$ cat src/rtl/instr_fetch_unit_pkg.sv
// Shared constants and types for the fetch-stage PC sequencer and its instruction queue.
package instr_fetch_unit_pkg;

  localparam int unsigned IFU_ADDR_WIDTH  = 32;
  localparam int unsigned IFU_INSTR_WIDTH = 32;
  localparam logic [31:0] IFU_RESET_PC    = 32'h0000_0000;

  localparam int unsigned QUEUE_DEPTH = 2;
  localparam int unsigned QCNT_WIDTH  = 2;

  typedef enum logic [1:0] {
    FETCH_BOOT  = 2'd0,
    FETCH_RUN   = 2'd1,
    FETCH_DRAIN = 2'd2
  } fetch_state_e;

endpackage

$ cat src/rtl/instr_fetch_unit_if.sv
// Fetch-unit bus: memory-controller side, execute redirect, and decode handshake.
interface instr_fetch_unit_if
  import instr_fetch_unit_pkg::*;
#(
  parameter int unsigned ADDR_WIDTH  = IFU_ADDR_WIDTH,
  parameter int unsigned INSTR_WIDTH = IFU_INSTR_WIDTH
);

  logic [ADDR_WIDTH-1:0]  pc;
  logic [ADDR_WIDTH-1:0]  next_pc;
  logic [INSTR_WIDTH-1:0] instr_read_data;
  logic                   instr_read_data_valid;
  logic                   redirect_valid;
  logic [ADDR_WIDTH-1:0]  redirect_pc;
  logic                   if_valid;
  logic [INSTR_WIDTH-1:0] if_instr;
  logic [ADDR_WIDTH-1:0]  if_pc;
  logic                   id_ready;

  modport master (
    output pc, next_pc, if_valid, if_instr, if_pc,
    input  instr_read_data, instr_read_data_valid, redirect_valid, redirect_pc, id_ready
  );

  modport slave (
    input  pc, next_pc, if_valid, if_instr, if_pc,
    output instr_read_data, instr_read_data_valid, redirect_valid, redirect_pc, id_ready
  );

endinterface

$ cat src/rtl/instr_fetch_unit_fetch_queue.sv
// Two-entry FIFO of {pc, instr} with flush; push and pop may coincide at any occupancy.
module fetch_queue
  import instr_fetch_unit_pkg::*;
#(
  parameter int unsigned ADDR_WIDTH  = IFU_ADDR_WIDTH,
  parameter int unsigned INSTR_WIDTH = IFU_INSTR_WIDTH
) (
  input  logic                   cpu_clk,
  input  logic                   cpu_rstn,
  input  logic                   push,
  input  logic                   pop,
  input  logic                   flush,
  input  logic [ADDR_WIDTH-1:0]  push_pc,
  input  logic [INSTR_WIDTH-1:0] push_instr,
  output logic [QCNT_WIDTH-1:0]  count,
  output logic                   full,
  output logic                   empty,
  output logic [ADDR_WIDTH-1:0]  head_pc,
  output logic [INSTR_WIDTH-1:0] head_instr
);

  logic [ADDR_WIDTH-1:0]  pc_mem    [QUEUE_DEPTH];
  logic [INSTR_WIDTH-1:0] instr_mem [QUEUE_DEPTH];
  logic                   rd_ptr;
  logic                   wr_ptr_c;
  logic                   do_push_c;
  logic                   do_pop_c;

  assign empty      = (count == '0);
  assign full       = (count == QCNT_WIDTH'(QUEUE_DEPTH));
  assign head_pc    = pc_mem[rd_ptr];
  assign head_instr = instr_mem[rd_ptr];

  // Tail slot: head when count is 0 or 2 (at 2 the head is being popped), else the other slot.
  assign wr_ptr_c  = rd_ptr ^ count[0];
  assign do_pop_c  = pop & ~empty;
  assign do_push_c = push & (~full | do_pop_c);

  always_ff @(posedge cpu_clk or negedge cpu_rstn) begin
    if (!cpu_rstn) begin
      count  <= '0;
      rd_ptr <= 1'b0;
      for (int i = 0; i < int'(QUEUE_DEPTH); i++) begin
        pc_mem[i]    <= '0;
        instr_mem[i] <= '0;
      end
    end else if (flush) begin
      count  <= '0;
      rd_ptr <= 1'b0;
    end else begin
      if (do_push_c) begin
        pc_mem[wr_ptr_c]    <= push_pc;
        instr_mem[wr_ptr_c] <= push_instr;
      end
      if (do_pop_c) begin
        rd_ptr <= ~rd_ptr;
      end
      count <= count + QCNT_WIDTH'(do_push_c) - QCNT_WIDTH'(do_pop_c);
    end
  end

endmodule

$ cat src/rtl/instr_fetch_unit.sv
// Fetch-stage PC sequencer: boot/run/drain FSM, PC register, next_pc mux and queue accept logic.
module instr_fetch_unit
  import instr_fetch_unit_pkg::*;
#(
  parameter int unsigned           ADDR_WIDTH  = IFU_ADDR_WIDTH,
  parameter int unsigned           INSTR_WIDTH = IFU_INSTR_WIDTH,
  parameter logic [ADDR_WIDTH-1:0] RESET_PC    = ADDR_WIDTH'(IFU_RESET_PC)
) (
  input  logic                 cpu_clk,
  input  logic                 cpu_rstn,
  instr_fetch_unit_if.master   bus
);

  fetch_state_e           state_q;
  fetch_state_e           state_d;
  logic [ADDR_WIDTH-1:0]  pc_q;
  logic [ADDR_WIDTH-1:0]  next_pc_c;
  logic [ADDR_WIDTH-1:0]  redirect_target_c;
  logic                   accept_c;
  logic                   pop_c;
  logic [QCNT_WIDTH-1:0]  q_count;
  logic                   q_full;
  logic                   q_empty;
  logic                   unused_redirect_lsb;

  assign redirect_target_c   = {bus.redirect_pc[ADDR_WIDTH-1:2], 2'b00};
  assign unused_redirect_lsb = ^bus.redirect_pc[1:0];

  // A redirect flushes the queue, so a same-cycle pop must not be applied.
  assign pop_c = ~q_empty & bus.id_ready & ~bus.redirect_valid;

  always_ff @(posedge cpu_clk or negedge cpu_rstn) begin
    if (!cpu_rstn) begin
      state_q <= FETCH_BOOT;
      pc_q    <= RESET_PC;
    end else begin
      state_q <= state_d;
      pc_q    <= next_pc_c;
    end
  end

  always_comb begin
    state_d   = state_q;
    accept_c  = 1'b0;
    next_pc_c = pc_q;
    unique case (state_q)
      FETCH_BOOT: state_d = FETCH_RUN;
      FETCH_RUN: begin
        if (bus.redirect_valid) begin
          state_d = FETCH_DRAIN;
        end else begin
          accept_c = bus.instr_read_data_valid & (~q_full | (~q_empty & bus.id_ready));
        end
      end
      // Response arriving here belongs to the pre-redirect PC and is dropped.
      FETCH_DRAIN: state_d = bus.redirect_valid ? FETCH_DRAIN : FETCH_RUN;
      default:     state_d = FETCH_BOOT;
    endcase
    if (!cpu_rstn) begin
      next_pc_c = RESET_PC;
    end else if (bus.redirect_valid) begin
      next_pc_c = redirect_target_c;
    end else if (accept_c) begin
      next_pc_c = pc_q + ADDR_WIDTH'(4);
    end
  end

  fetch_queue #(
    .ADDR_WIDTH  (ADDR_WIDTH),
    .INSTR_WIDTH (INSTR_WIDTH)
  ) u_fetch_queue (
    .cpu_clk    (cpu_clk),
    .cpu_rstn   (cpu_rstn),
    .push       (accept_c),
    .pop        (pop_c),
    .flush      (bus.redirect_valid),
    .push_pc    (pc_q),
    .push_instr (bus.instr_read_data),
    .count      (q_count),
    .full       (q_full),
    .empty      (q_empty),
    .head_pc    (bus.if_pc),
    .head_instr (bus.if_instr)
  );

  assign bus.pc       = pc_q;
  assign bus.next_pc  = next_pc_c;
  assign bus.if_valid = ~q_empty;

endmodule

$ cat src/flat_wrapper.sv
// flat-port wrapper written by rule: the top's interface ports become plain ports
module instr_fetch_unit_flat import instr_fetch_unit_pkg::*;
#(
  parameter int unsigned           ADDR_WIDTH  = IFU_ADDR_WIDTH,
  parameter int unsigned           INSTR_WIDTH = IFU_INSTR_WIDTH,
  parameter logic [ADDR_WIDTH-1:0] RESET_PC    = ADDR_WIDTH'(IFU_RESET_PC)
)
  (cpu_clk, cpu_rstn, bus_pc, bus_next_pc, bus_if_valid, bus_if_instr, bus_if_pc, bus_instr_read_data, bus_instr_read_data_valid, bus_redirect_valid, bus_redirect_pc, bus_id_ready);
  instr_fetch_unit_if #(.ADDR_WIDTH(ADDR_WIDTH), .INSTR_WIDTH(INSTR_WIDTH)) bus_i ();
  input  logic cpu_clk;
  input  logic cpu_rstn;
  output wire logic [$bits(bus_i.pc)-1:0] bus_pc;
  output wire logic [$bits(bus_i.next_pc)-1:0] bus_next_pc;
  output wire logic [$bits(bus_i.if_valid)-1:0] bus_if_valid;
  output wire logic [$bits(bus_i.if_instr)-1:0] bus_if_instr;
  output wire logic [$bits(bus_i.if_pc)-1:0] bus_if_pc;
  input wire logic [$bits(bus_i.instr_read_data)-1:0] bus_instr_read_data;
  input wire logic [$bits(bus_i.instr_read_data_valid)-1:0] bus_instr_read_data_valid;
  input wire logic [$bits(bus_i.redirect_valid)-1:0] bus_redirect_valid;
  input wire logic [$bits(bus_i.redirect_pc)-1:0] bus_redirect_pc;
  input wire logic [$bits(bus_i.id_ready)-1:0] bus_id_ready;
  assign bus_pc = bus_i.pc;
  assign bus_next_pc = bus_i.next_pc;
  assign bus_if_valid = bus_i.if_valid;
  assign bus_if_instr = bus_i.if_instr;
  assign bus_if_pc = bus_i.if_pc;
  assign bus_i.instr_read_data = bus_instr_read_data;
  assign bus_i.instr_read_data_valid = bus_instr_read_data_valid;
  assign bus_i.redirect_valid = bus_redirect_valid;
  assign bus_i.redirect_pc = bus_redirect_pc;
  assign bus_i.id_ready = bus_id_ready;
  instr_fetch_unit #(.ADDR_WIDTH(ADDR_WIDTH), .INSTR_WIDTH(INSTR_WIDTH), .RESET_PC(RESET_PC)) u_core (.cpu_clk(cpu_clk), .cpu_rstn(cpu_rstn), .bus(bus_i));
endmodule
$ cat config.mk
export PLATFORM = sky130hd
export DESIGN_NAME = instr_fetch_unit_flat
export DESIGN_NICKNAME = d
export VERILOG_FILES = /design/src/rtl/instr_fetch_unit_pkg.sv /design/src/rtl/instr_fetch_unit_if.sv /design/src/rtl/instr_fetch_unit_fetch_queue.sv /design/src/rtl/instr_fetch_unit.sv /design/src/flat_wrapper.sv
export SDC_FILE = /design/constraint.sdc
export NUM_CORES = 1
export LEC_CHECK = 0
export ABC_AREA = 1
export BUFFER_PORTS_ARGS = -buffer_cell sky130_fd_sc_hd__buf_2
export CORE_AREA = 2 2 157 113
export CTS_CLUSTER_SIZE = 30
export DETAILED_ROUTE_END_ITERATION = 10
export DIE_AREA = 0 0 159 115
export PLACE_DENSITY_LB_ADDON = 0.08
export SLEW_MARGIN = 20
export SYNTH_ARGS = -nofsm -noshare
export SYNTH_HDL_FRONTEND = slang
export SYNTH_SLANG_ARGS = --single-unit
$ cat constraint.sdc
create_clock -name cpu_clk -period 2.1 [get_ports cpu_clk]
set_clock_uncertainty 0.1 [all_clocks]
set_input_delay 0.105 -clock cpu_clk [delete_from_list [all_inputs] [get_ports cpu_clk]]
set_output_delay 0.105 -clock cpu_clk [all_outputs]
set_load 0.05 [all_outputs]
==> qor.csv <==
stage,metric,value,unit
placed_design,dp_hpwl,14470,um
timing,slew_headroom,0.4771,
floorplan,coreArea,16820,sq um
power_and_ir_drop,internal_power,8440,uW
global_routing,antenna_found_initial,0,
timing,fin_crit,2.328,ns
synthesis,syn_nets,991,
layout,num-nets-final,1281,
synthesis,synth-seq-cells,165,
floorplan,ios,198,
timing,finalHoldViolCount,0,
timing,max_freq,429.5,MHz
cts,clk_latency,0.42,ns
synthesis,synth_compound_area_frac,0.1319,
layout,drive_gt1_frac,0.4173,
detailed_routing,viasPerCell,4.979,
synthesis,synthXorXnorAreaFrac,0.005311,
hold_path,hold_end,u_core.bus.pc[5],
placed_design,gp_congestion,0.8451,
cts,path_clk_slew,0.07,ns
synthesis,synth_area,8245,sq um
detailed_routing,wl,22710,um
cts,clockBufferDepth,2,
timing,slew_viol_final,0,
power_and_ir_drop,p_per_area,1298,nW/um^2
layout,final_cell_mix,"199 x nand2_1, 164 x buf_2, 151 x dfrtp_1",
synthesis,syn_inst,919,
cts,cts-buffers-inserted,17,
hold_path,min_path_cells,4,
critical_path,path_buf_inv,5,
critical_path,cpLargestDelayFamily,simple AND/OR/NAND/NOR gates,
layout,nFillCells,1342,
global_routing,grt_pass1_vias,7042,
power_and_ir_drop,p_leak,0.005777,uW
detailed_routing,vias,7234,
placed_design,pre_cts_ws,0.06333,ns
global_routing,grt_pass1_wl,36630,um
critical_path,rrSetupSlack,0.08,ns
floorplan,rows,40,
critical_path,cp.arrival,2.12,ns
critical_path,rr_endpoint,u_core.u_fetch_queue.instr_mem[8],
cts,numClockSinks,165,
synthesis,yosysTopAreaCell,dfrtp_1,
floorplan,fp.dieW,159,um
power_and_ir_drop,switching_power,6618,uW
critical_path,cp_max_fo,8,
placed_design,port_buffers,195,
synthesis,synth.avg_cell_area,8.972,sq um
synthesis,synth_cell_type_count,31,
critical_path,cp_data_required_time,1.89,ns
critical_path,crit_type,reg -> out,
layout,final_common_cell,nand2_1,
power_and_ir_drop,swShare,0.4395,
cts,cts-root-buf,clkbuf_16,
global_routing,grt_start_max_net_pins,134,
detailed_routing,firstDrtPassIters,7,
detailed_routing,postRouteAntennaNets,0,
placed_design,postPlaceCellArea,9588,sq um
power_and_ir_drop,seqPwrFrac,0.329,
critical_path,end_kind,output pin,
critical_path,reg2reg_from,u_core.state_q[1],
synthesis,yosysWarnings,0,
timing,rsz0062_at_grt,true,
global_routing,gr-total-overflow,0,
power_and_ir_drop,power.share.combinational,0.458,
detailed_routing,drc,0,
synthesis,synthSimpleGateAreaFrac,0.1816,
power_and_ir_drop,clkPwrFrac,0.213,
outcome,violations,setup timing,
synthesis,synth_edf_count,0,
layout,area.growth.synth_to_final,40.65,%
layout,diodes,0,
floorplan,start_util,0.4903,
timing,worst_pin_slew,0.7843,ns
synthesis,synth-main-ff-cell,dfrtp_1,
critical_path,start_kind,flop,
critical_path,slowest_delay,0.39,ns
synthesis,ys_seq_area_frac,0.5008,
synthesis,yosysTopAreaCellShare,0.5008,
timing,finalCritPeriodShare,1.109,
detailed_routing,routedWlPerCell,15.63,um
synthesis,synth_top_family_by_area,simple AND/OR/NAND/NOR gates,
critical_path,cp_slowest_cell,dfrtp_1,
synthesis,synth.area.mux_share,0.08741,
synthesis,post_synth_fa_ha_maj_area_fraction,0.004552,
outcome,status,"finished, violations left",
layout,final_area,11600,sq um
synthesis,postSynth.asyncResetShare,1.000,
cts,htreeDepth,4,
global_routing,track_usage,0.2534,
timing,setup_ws,-0.2280,ns
floorplan,die_area,18290,sq um
timing,finalSetupViolations,29,
power_and_ir_drop,peakVddDrop,0.6377,mV
hold_path,hold_path.class,in -> reg,
cts,cts_tree,built,
detailed_routing,drtIter0Drc,583,
critical_path,crit_chain,inv_2 > nand2_4 > nor2_1 > nand3_1 > buf_6 > nor2_4 > buf_4 > nand4_1 > nand3_1 > nand2_1 > inv_2 > buf_8,
floorplan,die_h,115,um
critical_path,worstRegToRegCells,10,
flow_run,cap_violations,0,
hold_path,worstHoldStart,bus_redirect_pc[5],
synthesis,synth_area_leaders,"dfrtp_1 50%, nand2_1 9.7%, mux2_2 8.7%",
==> state kept, by name, indices dropped and copies added, names as in the netlist <==
name and cells:
u_core.u_fetch_queue.count 2, u_core.u_fetch_queue.rd_ptr 1, u_core.bus.pc 32, u_core.state_q 2, u_core.u_fetch_queue.instr_mem 64, u_core.u_fetch_queue.pc_mem 64
==> stage by stage <==
| stage | setup TNS, ns | hold WS, ns | total power (uW) | util | std cells |
|---|---|---|---|---|---|
| 5_1_grt | -7.043 | 0.09143 | 15890 | 0.6897 | 1453 |
| 3_3_place_gp | 0 | -0.1184 | 11400 | 0.5702 | 1323 |
| 2_1_floorplan | 0 | -0.2906 | 10040 | - | 919 |
| 6_report | -3.776 | 0.05904 | 15060 | 0.6897 | 1453 |
| 4_1_cts | -3.450 | 0.009187 | 15040 | 0.6755 | 1441 |
| 3_5_place_dp | 0 | -0.1188 | 11490 | 0.5702 | 1323 |
==> logic make-up (layout without fill, tap and decap cells) <==
| group | after synthesis | in the layout |
|---|---|---|
| XOR/XNOR | 5 | 5 |
| AO/OA/AOI/OAI | 168 | 168 |
| buffers and inverters | 155 | 458 |
| multiplexers | 64 | 64 |
| adder cells (fa/ha/maj) | 3 | 3 |
| AND/OR/NAND/NOR | 359 | 359 |
| flip-flops | 165 | 165 |
==> tightest hold or removal path, delay by kind of cell <==
kind	cells	cell delay, ns
buffers and inverters	2	0.20
and+or+nand+nor	1	0.16
AOI/OAI and AO/OA	1	0.09
==> worst max path at each step <==
stage                                 start           endpoint  slack, ns  cells after the start
after global routing      u_core.state_q[1]    bus_next_pc[20]      -0.31                     12
after CTS                 u_core.state_q[1]    bus_next_pc[20]      -0.23                     12
after global placement     u_core.bus.pc[2]    bus_next_pc[20]       0.07                     12
final                     u_core.state_q[1]    bus_next_pc[28]      -0.23                     12
after floorplan            u_core.bus.pc[5]  u_core.bus.pc[20]      0.001                      9
after detailed placement   u_core.bus.pc[3]    bus_next_pc[20]       0.06                     12
==> power groups by stage <==
stage | combinational, uW | sequential [uW] | clock, uW
floorplan | 5100 | 4940 | 0
global placement | 6460 | 4930 | 0
detailed placement | 6520 | 4970 | 0
CTS | 6840 | 4930 | 3270
global route | 7400 | 5090 | 3400
finish | 6900 | 4960 | 3200
==> final cells by class <==
| class | count | area, sq um | area share |
|---|---|---|---|
| Inverter | 110 | 424.2 | 0.03657 |
| Clock buffer | 20 | 466.7 | 0.04024 |
| Timing Repair Buffer | 316 | 2382 | 0.2054 |
| Multi-Input combinational cell | 599 | 3747 | 0.3231 |
| Clock inverter | 12 | 141.4 | 0.01219 |
| Sequential cell | 165 | 4146 | 0.3575 |
| Tap cell | 231 | 289.0 | 0.02492 |
==> synth_stat cells (2+ instances only) <==
cell and instances:
a21oi_1 10, a31oi_1 3, buf_1 2, buf_2 18, buf_4 2, buf_6 15, clkbuf_1 8, dfrtp_1 165
ha_1 3, inv_1 107, mux2_2 64, nand2_1 214, nand3_1 45, nand4_1 12, nor2_1 75, nor2_2 4
nor2_4 4, o21ai_0 26, o21ai_1 64, o21ai_2 64, xnor2_1 2, xor2_1 3
==> routing by layer <==
layer | global-route usage | vias to the layer above | share of wire
li1 | - | 3566 | -
met1 | 0.3777 | 3410 | 0.49
met2 | 0.3783 | 235 | 0.44
met3 | 0.05772 | 23 | 0.062
met4 | 0.06061 | 0 | 0.011
met5 | 0 | - | 0
==> repair_timing <==
action | CTS | global route
buffers inserted | 23 | 14
pin swaps | 29 | 28
setup endpoints to repair | 30 | 49
hold buffers | 63 | 0
hold endpoints to repair | 260 | 0
resized for setup | 118 | 45
Note: power is estimated with default switching activity, not from simulation.
